$ cat config.mk
export PLATFORM = sky130hd
export DESIGN_NAME = register_file
export DESIGN_NICKNAME = d
export VERILOG_FILES = /design/src/rtl/register_file.sv
export SDC_FILE = /design/constraint.sdc
export NUM_CORES = 1
export LEC_CHECK = 0
export BUFFER_PORTS_ARGS = -buffer_cell sky130_fd_sc_hd__buf_4
export CAP_MARGIN = 20
export CORE_UTILIZATION = 50
export CTS_CLUSTER_DIAMETER = 30
export DETAILED_ROUTE_END_ITERATION = 16
export PLACE_DENSITY = 0.72
export SLEW_MARGIN = 15
export SYNTH_ARGS = -nofsm -noshare
export SYNTH_HDL_FRONTEND = slang
export SYNTH_SLANG_ARGS = --single-unit
$ cat constraint.sdc
create_clock -name clk -period 1.56 [get_ports clk]
set_clock_uncertainty 0.05 [all_clocks]
set_input_delay 0.234 -clock clk [delete_from_list [all_inputs] [get_ports clk]]
set_output_delay 0.234 -clock clk [all_outputs]
set_load 0.01 [all_outputs]
$ cat src/rtl/register_file.sv
// register_file: general-purpose register bank R0..R(DEPTH-1) for the datapath.
//
// One write port and two independent registered read ports (A, B). A read
// issued in the same cycle as a write to the same register returns the value
// being written, so the newest data always wins.
//
// Ports:
//   clk      - clock, all state changes on the rising edge
//   rst_n    - asynchronous active-low reset, clears entries and read outputs
//   ce       - write enable, loads in into entry[waddr]
//   waddr    - write address (writes to waddr >= DEPTH are dropped)
//   in       - write data
//   re_a     - read request, port A
//   raddr_a  - read address, port A
//   out_a    - registered read data, port A (holds when idle)
//   valid_a  - high for the one cycle after a port A request
//   re_b     - read request, port B
//   raddr_b  - read address, port B
//   out_b    - registered read data, port B (holds when idle)
//   valid_b  - high for the one cycle after a port B request
module register_file #(
  parameter int unsigned WIDTH = 4,
  parameter int unsigned DEPTH = 4,
  parameter int unsigned AW    = 2
) (
  input  logic             clk,
  input  logic             rst_n,
  input  logic             ce,
  input  logic [AW-1:0]    waddr,
  input  logic [WIDTH-1:0] in,
  input  logic             re_a,
  input  logic [AW-1:0]    raddr_a,
  output logic [WIDTH-1:0] out_a,
  output logic             valid_a,
  input  logic             re_b,
  input  logic [AW-1:0]    raddr_b,
  output logic [WIDTH-1:0] out_b,
  output logic             valid_b
);

  logic [WIDTH-1:0] mem_q [DEPTH];
  logic [WIDTH-1:0] out_a_q, out_b_q;
  logic             valid_a_q, valid_b_q;
  logic [WIDTH-1:0] rdata_a, rdata_b;

  // Read selection. Only addresses that match an implemented entry can select
  // anything, so an out-of-range address falls through to zero. The bypass
  // term shares the same match, which keeps it limited to in-range addresses.
  always_comb begin
    rdata_a = '0;
    rdata_b = '0;
    for (int i = 0; i < int'(DEPTH); i++) begin
      if (raddr_a == AW'(i)) begin
        rdata_a = (ce && (waddr == AW'(i))) ? in : mem_q[i];
      end
      if (raddr_b == AW'(i)) begin
        rdata_b = (ce && (waddr == AW'(i))) ? in : mem_q[i];
      end
    end
  end

  always_ff @(posedge clk or negedge rst_n) begin
    if (!rst_n) begin
      for (int i = 0; i < int'(DEPTH); i++) begin
        mem_q[i] <= '0;
      end
      out_a_q   <= '0;
      out_b_q   <= '0;
      valid_a_q <= 1'b0;
      valid_b_q <= 1'b0;
    end else begin
      // Decoded write: an address with no matching entry writes nothing.
      for (int i = 0; i < int'(DEPTH); i++) begin
        if (ce && (waddr == AW'(i))) begin
          mem_q[i] <= in;
        end
      end
      valid_a_q <= re_a;
      valid_b_q <= re_b;
      if (re_a) begin
        out_a_q <= rdata_a;
      end
      if (re_b) begin
        out_b_q <= rdata_b;
      end
    end
  end

  assign out_a   = out_a_q;
  assign out_b   = out_b_q;
  assign valid_a = valid_a_q;
  assign valid_b = valid_b_q;

endmodule
==> summary.txt <==
Timing
  – Post-route minimum period: ~1200 ps
  – Measured slew at the worst slew-check pin: 377 ps
  – Setup violations, final: 0
  – RSZ-0062 raised after global routing: false
  – Fmax: ~0.85 GHz
  – Fin. max-slew vios: 0
  – Slew headroom: around three quarters
  – Setup TNS: 0 ps
  – Setup slack after layout: 379 ps
  – Final Hold Fails: 0
  – Worst hold slack: just under 60 ps
  – Period utilisation layout: roughly 76%

Worst setup path
  – Element type at the critical path start: flip-flop
  – Worst Path Required: between 1000 and 1500 ps
  – CP Cell Sequence: buf_4
  – CP max-delay cell: dfrtp_1
  – Buf+Inv Stages, Crit Path: 1
  – Crit Path Max Fanout: 2
  – Slowest stage delay, CP: 430 ps
  – Crit path DAT: 900 ps
  – Worst path top cell family by delay: flip-flops
  – Critical Path End Type: output port
  – Setup slack, reg-to-reg: around 440 ps
  – Crit Path Class: reg2out

Logic synthesis
  – Sequential share of the synthesized area: ~44%
  – Top post-synthesis cells by count: dfrtp_1, mux2i_1, nor2_1
  – Post-synth top area cell: dfrtp_1
  – Netlist cell types: 18
  – Post-synth top area share: 44.3%
  – Async S/R FF share, synth: between 90% and 100%
  – Mapped Area: ~1500 sq um
  – Avg Cell Area, Syn: about 11 sq um
  – Main flop type after synthesis: dfrtp_1
  – Post-Syn Nets: between 100 and 150
  – Top-count cell post-synth: dfrtp_1
  – #FFs+latches synth: 26
  – Ys Warns: 0
  – EDFF count, synth: 0
  – Synth top area cells: dfrtp_1, mux2i_1, mux2_2
  – Mapped Cells: 134

Routing
  – # DRC: 0
  – Antenna Nets Post-Route: 0
  – Pre-antenna DRT Iters: 4
  – Per-cell routed wire length: 16.3 um
  – 1st-iter DRT viols: 24
  – Vias per Instance: approximately 5.8
  – Post-Route WL: approximately 3100 um
  – Vias: roughly 1100

Floorplanning
  – Core Region: ~2800 sq um
  – FP Rows: 19
  – Die Width: between 50 and 60 um
  – Die footprint: between 3000 and 4000 sq um
  – Initial Util: roughly 53%
  – Die height: 56.2 um
  – Top Ports: 25

Final layout
  – Final nets: ~180
  – Share of layout cells above drive strength 1: 32.9%
  – Fin util: ~62%
  – Final Non-Filler Cells: 192
  – Filler cells: 249
  – FF+latch area: 651 sq um
  – Antenna diodes: 0
  – Area grow syn2layout: 17.9%
  – Area occupied by multi-input gates: between 700 and 800 sq um

Hold path
  – Worst hold path class: in2reg

Placed design
  – Placed Instances: 187
  – GP Congestion: ~0.8
  – Setup slack at placement: around 43 ps
  – IO buf count: 24
  – Final HPWL DP: between 2000 and 2500 um

Job
  – Reported max-cap violation count: 0

Global routing
  – Congestion Overflow GR: 0
  – Initial antenna violation count: 0
  – Total GRT Usage: 22.5%
  – Largest net degree at the start of global routing: 27
  – First-pass GRT wire length: ~5500 um
  – Vias in the first global route: between 1000 and 1500

Run status
  – Status: finished, final reports clean

Power and ir drop
  – Pwr dens: approximately 1000 nW/um^2
  – Leakage: roughly 0.79 nW
  – Peak VDD IR: ~0.00079 V

Clocking
  – Post-cts repair resize count: 0
  – CTS tree: done
  – Clock Sinks: 26
  – Maximum clock insertion buffer count: 2
  – H-tree depth: 1
  – Clk root buf: clkbuf_4
  – Worst-path clk slew: roughly 140 ps
  – CTS Buf Count: 3
  – Clk Latency, worst-skew pair: about 320 ps
routing by layer:
metal / vias up / global-route usage (%) / share of wire [%]
li1: 519 / - / -
met5: - / 0 / 0
met1: 553 / 31.3 / 44
met4: 0 / 9.41 / 1.7
met3: 6 / 2.33 / 4.8
met2: 36 / 36.1 / 49
sequential cells by signal, indices dropped and copies added (netlist names):
signal	flops
out_b	4
valid_b	1
mem_q	16
out_a	4
valid_a	1
where the power goes:
part / switching [mW] / total [mW] / internal [mW]
combinational: 0.234 / 0.483 / 0.249
clock: 0.204 / 0.464 / 0.260
sequential: 0.0668 / 0.861 / 0.794
final timing paths:
kind / start / end / cells after the start
worst max-delay path: out_a[2] / out_a[2] / 1
worst min-delay path: re_b / valid_b / 1
worst max register to register: mem_q[3] / out_a[3] / 3
worst min register to register: mem_q[2] / mem_q[2] / 2
max in group asynchronous: rst_n / mem_q[8] / 2
min in group asynchronous: rst_n / valid_b / 2
metrics by stage:
step	cell area, sq um	total power [mW]
after floorplan	1470	1.17
after global placement	1670	1.34
after detailed placement	1670	1.36
after CTS	1730	1.83
after global routing	1730	1.92
final	1730	1.81
cell type report:
| type | count | area share, % |
|---|---|---|
| Inverter | 8 | 1.73 |
| Sequential cell | 26 | 37.6 |
| Tap cell | 31 | 2.24 |
| Clock inverter | 1 | 1.73 |
| Clock buffer | 3 | 1.30 |
| Multi-Input combinational cell | 95 | 43.1 |
| Timing Repair Buffer | 28 | 12.3 |
kinds of logic (layout without fill, tap and decap cells):
family	after synthesis	after routing	share of synthesized area, %
AO/OA/AOI/OAI	14	14	8.52
XOR/XNOR	2	2	1.19
buffers and inverters	13	40	4.86
flip-flops	26	26	44.3
AND/OR/NAND/NOR	41	41	13.9
multiplexers	38	38	27.3
layout by cell type, fill, tap and decap left out, types with 2 or more instances in the layout:
master / count
a21oi_1: 2
or3_1: 2
a211oi_2: 6
a211oi_1: 4
nand2b_1: 5
nor2_1: 17
nand3b_1: 7
xor2_1: 2
nand2_1: 8
dfrtp_1: 26
mux2_2: 16
mux2i_1: 22
inv_1: 8
clkbuf_4: 3
buf_4: 27
o21ai_0: 2
worst reg2reg max path: stages (launching register included):
cell      delay [ps]
dfrtp_1          380
mux2_2           280
a211oi_1         240
a211oi_1          70
repair_timing:
item / in CTS / in global routing
endpoints found under the hold margin: 26 / 0
setup endpoints to repair: 0 / 0
buffers inserted: 0 / 0
hold buffers: 1 / 0
No activity file was read; power rests on OpenSTA's default activity.
